**src/rtl/hvsync_receiver_if.sv**
```systemverilog
// rtl/hvsync_receiver_if.sv - sync pair in, recovered position and lock status out
//
// master: the side driving the sync pair and observing the recovered timing.
// slave : the receiver (hvsync_receiver).
//   hsync_in, vsync_in : active-low sync pair, clk domain
//   hpos, vpos         : recovered pixel / line position
//   display_on         : visible-area flag, valid only while fully locked
//   h_locked, v_locked : line / frame lock status
interface hvsync_receiver_if;
    logic       hsync_in;
    logic       vsync_in;
    logic [9:0] hpos;
    logic [9:0] vpos;
    logic       display_on;
    logic       h_locked;
    logic       v_locked;

    modport master (
        output hsync_in, vsync_in,
        input  hpos, vpos, display_on, h_locked, v_locked
    );

    modport slave (
        input  hsync_in, vsync_in,
        output hpos, vpos, display_on, h_locked, v_locked
    );
endinterface

```
**src/rtl/hvsync_receiver.sv**
```systemverilog
// rtl/hvsync_receiver.sv - VGA sync receiver recovering hpos/vpos and lock status
//
// Ports:
//   clk     : pixel clock; the sync inputs are already in this domain
//   reset   : asynchronous, active-high
//   sync_if : hvsync_receiver_if.slave (hsync_in/vsync_in in; hpos, vpos,
//             display_on, h_locked, v_locked out)
module hvsync_receiver #(
    parameter int H_TOTAL    = 800,
    parameter int V_TOTAL    = 525,
    parameter int H_LOAD     = 659,
    parameter int V_LOAD     = 490,
    parameter int LOCK_LINES = 4,
    parameter int H_DISPLAY  = 640,
    parameter int V_DISPLAY  = 480
) (
    input  logic              clk,
    input  logic              reset,
    hvsync_receiver_if.slave  sync_if
);

    localparam logic [9:0] SAT      = 10'd1023;
    localparam logic [9:0] H_LAST   = 10'(H_TOTAL - 1);
    localparam logic [9:0] V_LAST   = 10'(V_TOTAL - 1);
    localparam logic [9:0] V_FRAME  = 10'(V_TOTAL);
    localparam logic [9:0] H_LOAD_V = 10'(H_LOAD);
    localparam logic [9:0] V_LOAD_V = 10'(V_LOAD);
    localparam logic [9:0] H_DISP_V = 10'(H_DISPLAY);
    localparam logic [9:0] V_DISP_V = 10'(V_DISPLAY);
    localparam int         GW       = $clog2(LOCK_LINES + 1);

    typedef enum logic {
        SEARCH = 1'b0,
        LOCKED = 1'b1
    } state_t;

    logic          h_q, h_p_q, v_q, v_p_q;
    logic          hfall, vfall;
    logic          hwrap;
    logic [9:0]    hpos_q, hpos_d;
    logic [9:0]    vpos_q, vpos_d;
    logic [9:0]    hper_q, hper_d;
    logic [9:0]    vlines_q, vlines_d;
    logic          v_locked_q, v_locked_d;
    state_t        state_q, state_d;
    logic [GW-1:0] good_cnt_q, good_cnt_d, good_cnt_inc;
    logic          h_locked;
    logic          line_good;
    logic          hsync_lost;

    // Two-stage history of each sync input; idle-high reset values mean no
    // edge is seen until the input actually drops.
    always_ff @(posedge clk or posedge reset) begin
        if (reset) begin
            h_q   <= 1'b1;
            h_p_q <= 1'b1;
            v_q   <= 1'b1;
            v_p_q <= 1'b1;
        end else begin
            h_q   <= sync_if.hsync_in;
            h_p_q <= h_q;
            v_q   <= sync_if.vsync_in;
            v_p_q <= v_q;
        end
    end

    assign hfall = h_p_q & ~h_q;
    assign vfall = v_p_q & ~v_q;

    // A line is good when exactly H_TOTAL clocks separate two hfalls;
    // a saturated period counter means HSync has disappeared.
    assign line_good  = (hper_q == H_LAST);
    assign hsync_lost = (hper_q == SAT);

    always_comb begin
        hwrap  = 1'b0;
        hpos_d = hpos_q + 10'd1;
        if (hfall) begin
            hpos_d = H_LOAD_V;
        end else if (hpos_q == H_LAST) begin
            hpos_d = '0;
            hwrap  = 1'b1;
        end

        // vfall wins over the line advance from a wrap
        vpos_d = vpos_q;
        if (vfall) begin
            vpos_d = V_LOAD_V;
        end else if (hwrap) begin
            vpos_d = (vpos_q == V_LAST) ? 10'd0 : vpos_q + 10'd1;
        end

        hper_d = hfall ? 10'd0 : ((hper_q == SAT) ? SAT : hper_q + 10'd1);

        // An hfall coinciding with vfall belongs to the new frame.
        vlines_d = vlines_q;
        if (vfall) begin
            vlines_d = {9'd0, hfall};
        end else if (hfall && (vlines_q != SAT)) begin
            vlines_d = vlines_q + 10'd1;
        end

        v_locked_d = v_locked_q;
        if (!h_locked || (vlines_q == SAT)) begin
            v_locked_d = 1'b0;
        end else if (vfall) begin
            v_locked_d = (vlines_q == V_FRAME);
        end
    end

    always_ff @(posedge clk or posedge reset) begin
        if (reset) begin
            hpos_q     <= '0;
            vpos_q     <= '0;
            hper_q     <= SAT;
            vlines_q   <= SAT;
            v_locked_q <= 1'b0;
        end else begin
            hpos_q     <= hpos_d;
            vpos_q     <= vpos_d;
            hper_q     <= hper_d;
            vlines_q   <= vlines_d;
            v_locked_q <= v_locked_d;
        end
    end

    // Line-lock FSM: state register
    always_ff @(posedge clk or posedge reset) begin
        if (reset) begin
            state_q    <= SEARCH;
            good_cnt_q <= '0;
        end else begin
            state_q    <= state_d;
            good_cnt_q <= good_cnt_d;
        end
    end

    // Line-lock FSM: next state
    always_comb begin
        state_d      = state_q;
        good_cnt_d   = good_cnt_q;
        good_cnt_inc = good_cnt_q + GW'(1);
        if (hsync_lost) begin
            state_d    = SEARCH;
            good_cnt_d = '0;
        end else if (hfall) begin
            if (state_q == SEARCH) begin
                if (line_good) begin
                    if (good_cnt_inc == GW'(LOCK_LINES)) begin
                        state_d    = LOCKED;
                        good_cnt_d = '0;
                    end else begin
                        good_cnt_d = good_cnt_inc;
                    end
                end else begin
                    good_cnt_d = '0;
                end
            end else if (!line_good) begin
                state_d    = SEARCH;
                good_cnt_d = '0;
            end
        end
    end

    // Line-lock FSM: outputs
    always_comb begin
        h_locked = (state_q == LOCKED);
    end

    assign sync_if.hpos       = hpos_q;
    assign sync_if.vpos       = vpos_q;
    assign sync_if.h_locked   = h_locked;
    assign sync_if.v_locked   = v_locked_q;
    assign sync_if.display_on = h_locked & v_locked_q &
                                (hpos_q < H_DISP_V) & (vpos_q < V_DISP_V);

endmodule

```
**src/flat_wrapper.sv**
```systemverilog
// flat-port wrapper written by rule: the top's interface ports become plain ports
module hvsync_receiver_flat 
#(
    parameter int H_TOTAL    = 800,
    parameter int V_TOTAL    = 525,
    parameter int H_LOAD     = 659,
    parameter int V_LOAD     = 490,
    parameter int LOCK_LINES = 4,
    parameter int H_DISPLAY  = 640,
    parameter int V_DISPLAY  = 480
)
  (clk, reset, sync_if_hsync_in, sync_if_vsync_in, sync_if_hpos, sync_if_vpos, sync_if_display_on, sync_if_h_locked, sync_if_v_locked);
  hvsync_receiver_if sync_if_i ();
  input  logic clk;
  input  logic reset;
  input wire logic [$bits(sync_if_i.hsync_in)-1:0] sync_if_hsync_in;
  input wire logic [$bits(sync_if_i.vsync_in)-1:0] sync_if_vsync_in;
  output wire logic [$bits(sync_if_i.hpos)-1:0] sync_if_hpos;
  output wire logic [$bits(sync_if_i.vpos)-1:0] sync_if_vpos;
  output wire logic [$bits(sync_if_i.display_on)-1:0] sync_if_display_on;
  output wire logic [$bits(sync_if_i.h_locked)-1:0] sync_if_h_locked;
  output wire logic [$bits(sync_if_i.v_locked)-1:0] sync_if_v_locked;
  assign sync_if_i.hsync_in = sync_if_hsync_in;
  assign sync_if_i.vsync_in = sync_if_vsync_in;
  assign sync_if_hpos = sync_if_i.hpos;
  assign sync_if_vpos = sync_if_i.vpos;
  assign sync_if_display_on = sync_if_i.display_on;
  assign sync_if_h_locked = sync_if_i.h_locked;
  assign sync_if_v_locked = sync_if_i.v_locked;
  hvsync_receiver #(.H_TOTAL(H_TOTAL), .V_TOTAL(V_TOTAL), .H_LOAD(H_LOAD), .V_LOAD(V_LOAD), .LOCK_LINES(LOCK_LINES), .H_DISPLAY(H_DISPLAY), .V_DISPLAY(V_DISPLAY)) u_core (.clk(clk), .reset(reset), .sync_if(sync_if_i));
endmodule
```
**config.mk**
```make
export PLATFORM = sky130hd
export DESIGN_NAME = hvsync_receiver_flat
export DESIGN_NICKNAME = d
export VERILOG_FILES = /design/src/rtl/hvsync_receiver_if.sv /design/src/rtl/hvsync_receiver.sv /design/src/flat_wrapper.sv
export SDC_FILE = /design/constraint.sdc
export NUM_CORES = 1
export LEC_CHECK = 0
export ABC_CLOCK_PERIOD_IN_PS = 4900
export CORE_ASPECT_RATIO = 2
export CORE_MARGIN = 4
export CORE_UTILIZATION = 58
export DETAILED_ROUTE_END_ITERATION = 8
export GPL_ROUTABILITY_DRIVEN = 0
export GPL_TIMING_DRIVEN = 0
export PLACE_DENSITY_LB_ADDON = 0.15
export RECOVER_POWER = 100
export SYNTH_ARGS = -nofsm -noshare
export SYNTH_HDL_FRONTEND = slang
export SYNTH_SLANG_ARGS = --single-unit
```
**constraint.sdc**
```tcl
create_clock -name clk -period 4.9 [get_ports clk]
set_clock_uncertainty 0.2 [all_clocks]
set_input_delay 0.98 -clock clk [delete_from_list [all_inputs] [get_ports clk]]
set_output_delay 0.98 -clock clk [all_outputs]
set_load 0.05 [all_outputs]
```
==> metrics.yaml <==
via_per_inst: 6.18
n_fill_cell: 375
clock-root-buffer: "clkbuf_8"
outcome: "complete, but fails checks"
critPathMaxFanout: 43
area_growth_pct: 17.3
ff2ff_path_depth: 6
slew_violations: 44
rsz0062_at_grt: "false"
crit_path_start_kind: "input port"
post_cts_buffers: 0
synth_ff_type: "dfrtp_1"
clk_latency_ns: 0.30
hold_viol: 0
yosys-top-cells-area: "dfstp_2 (24%), dfrtp_1 (24%), ha_1 (3.9%)"
drtAntennaViolNets: 0
diodes: 0
firstDrtPassIters: 4
period_share_pct: 73.8
syn_avg_cell_area_sq_um: 9.94
synth_seq_cells: 49
ys_warn_count: 0
wl_um: 5790
ioPinCount: 27
cap_violations: 1
antenna_found_initial: 0
layout-drive-gt1-share_pct: 11.5
slew_headroom_pct: -50.0
track_usage_pct: 22.7
synth_area_leader_cell: "dfstp_2"
whs_path_depth: 0
htree_levels: 2
hold_buffers: 0
drt_iter0_markers: 63
clk_pin_slew_ns: 0.09
grt_max_degree: 44
netlist_area_sq_um: 2580
syn-num-nets: 272
synth_cells: 260
setup_viol: 0
cts_resized: 0
synth.distinct_cells: 55
via_count: 2158
synth.top_cell.area_share_pct: 24.4
ys_seq_area_share_pct: 48.6
die_y_um: 102
cts_tree: "built"
power_density_nw_per_um2: 332
synth-edff-count: 0
dieArea_sq_um: 5650
finish.net_count: 306
total_power_mw: 1.01
leakagePower_nw: 1.18
vdd_drop_max_v: 0.000376
end_kind: "asynchronous set/reset pin"
start_util_pct: 59.6
rows: 34
grt_pass1_wl_um: 10300
overflow: 0
wire_per_inst_um: 16.6
grt_pass1_vias: 2202
clock-sinks: 49
period_minus_slack_ns: 3.62
place_hpwl_um: 4250
clockBufferDepth: 2
crit_arrival_ns: 3.37
die-width_um: 55.2
final_util_pct: 69.9
worstPathRequired_ns: 4.65
path_class: "in2async"
violations: "capacitance limit, slew limit"
portBuffers: 26
timing.fmax_mhz: 277
synthArstFlopShare_pct: 100
worstMarginPinSlew_ns: 2.25
core_area_sq_um: 4340
drc: 0
numCtsBuffers: 5
min_path_type: "reg2reg"
setup_tns_ns: 0
-- per-layer routing --
metal,part of all wire [%],vias up,track usage [%]
li1,-,1037,-
met1,37,1064,24.0
met2,58,44,43.2
met3,2.6,13,3.54
met4,2.2,0,11.0
met5,0,-,0
-- area by class of cell --
class	count	area, sq um	share of cell area (%)
inverters	9	33.8	1.11
multi-input cells	193	1250	41.2
well taps	54	67.6	2.23
clock inverters	2	35.0	1.16
clock buffers	6	93.8	3.09
repair buffers	27	264	8.70
flip-flops and latches	49	1260	41.4
plain buffers	9	33.8	1.11
-- flip-flops by register name, indices dropped and copies added, names as in the netlist --
register / count
u_core.sync_if.hpos: 10
u_core.h_q: 1
u_core.sync_if.h_locked: 1
u_core.h_p_q: 1
u_core.good_cnt_q: 3
u_core.sync_if.vpos: 10
u_core.vlines_q: 10
u_core.v_q: 1
u_core.hper_q: 10
u_core.sync_if.v_locked: 1
u_core.v_p_q: 1
-- synthesized netlist by cell type (6+ instances only) --
library cell / instances
a21oi_1: 14
a31oi_1: 7
o21ai_0: 12
nor3_1: 14
ha_1: 8
clkbuf_1: 7
nor2_1: 22
inv_1: 9
dfstp_2: 24
xor2_1: 6
nand4_1: 9
dfrtp_1: 25
nand3_1: 8
nand2_1: 19
-- logic make-up (layout without fill, tap and decap cells) --
logic type | after synthesis | count (layout) | synth area share (%)
AND/OR/NAND/NOR | 110 | 110 | 23.9
AO/OA/AOI/OAI | 61 | 61 | 16.1
flip-flops | 49 | 49 | 48.6
buffers and inverters | 18 | 53 | 2.66
XOR/XNOR | 11 | 11 | 3.73
adder cells (fa/ha/maj) | 8 | 8 | 3.87
multiplexers | 3 | 3 | 1.16
-- path summary, 6_finish.rpt --
check                                          to                     from  slack (ns)
max                        u_core.sync_if.hpos[0]                    reset        1.28
min                                  u_core.v_p_q               u_core.v_q        0.21
max reg2reg                  u_core.good_cnt_q[0]         u_core.hper_q[0]        2.59
min reg2reg                          u_core.v_p_q               u_core.v_q        0.21
max in group clk               sync_if_display_on  u_core.sync_if.h_locked        1.51
min in group asynchronous      u_core.vlines_q[3]                    reset        1.06
-- where the power goes --
group | leakage, nW | internal, mW | switching [mW]
Combinational | 0.572 | 0.0667 | 0.126
Sequential | 0.541 | 0.450 | 0.0453
Clock | 0.0663 | 0.182 | 0.135
Total | 1.18 | 0.699 | 0.306
-- cells in the final DEF (no fill, tap or decap), types with 6 or more instances in the layout --
| cell type | count |
|---|---|
| a21oi_1 | 14 |
| a31oi_1 | 7 |
| clkbuf_1 | 10 |
| dfrtp_1 | 25 |
| dfstp_2 | 19 |
| dlygate4sd3_1 | 26 |
| ha_1 | 8 |
| inv_1 | 9 |
| nand2_1 | 19 |
| nand3_1 | 8 |
| nand4_1 | 10 |
| nor2_1 | 22 |
| nor3_1 | 14 |
| o21ai_0 | 13 |
| xor2_1 | 6 |
-- metrics by stage --
step	setup WS (ns)	hold slack (ns)	area (sq um)	instances
2_1_floorplan	1.87	0.158	2580	260
3_3_place_gp	1.65	0.163	2910	340
3_5_place_dp	1.87	0.172	2930	341
4_1_cts	1.53	0.187	3060	349
5_1_grt	0.870	0.216	3030	349
6_report	1.28	0.205	3030	349
-- worst max-delay path, stage by stage --
cell and delay, ns:
dlygate4sd3_1 0.53, inv_1 0.20, clkbuf_1 1.64
(Power assumes the default switching activity.)
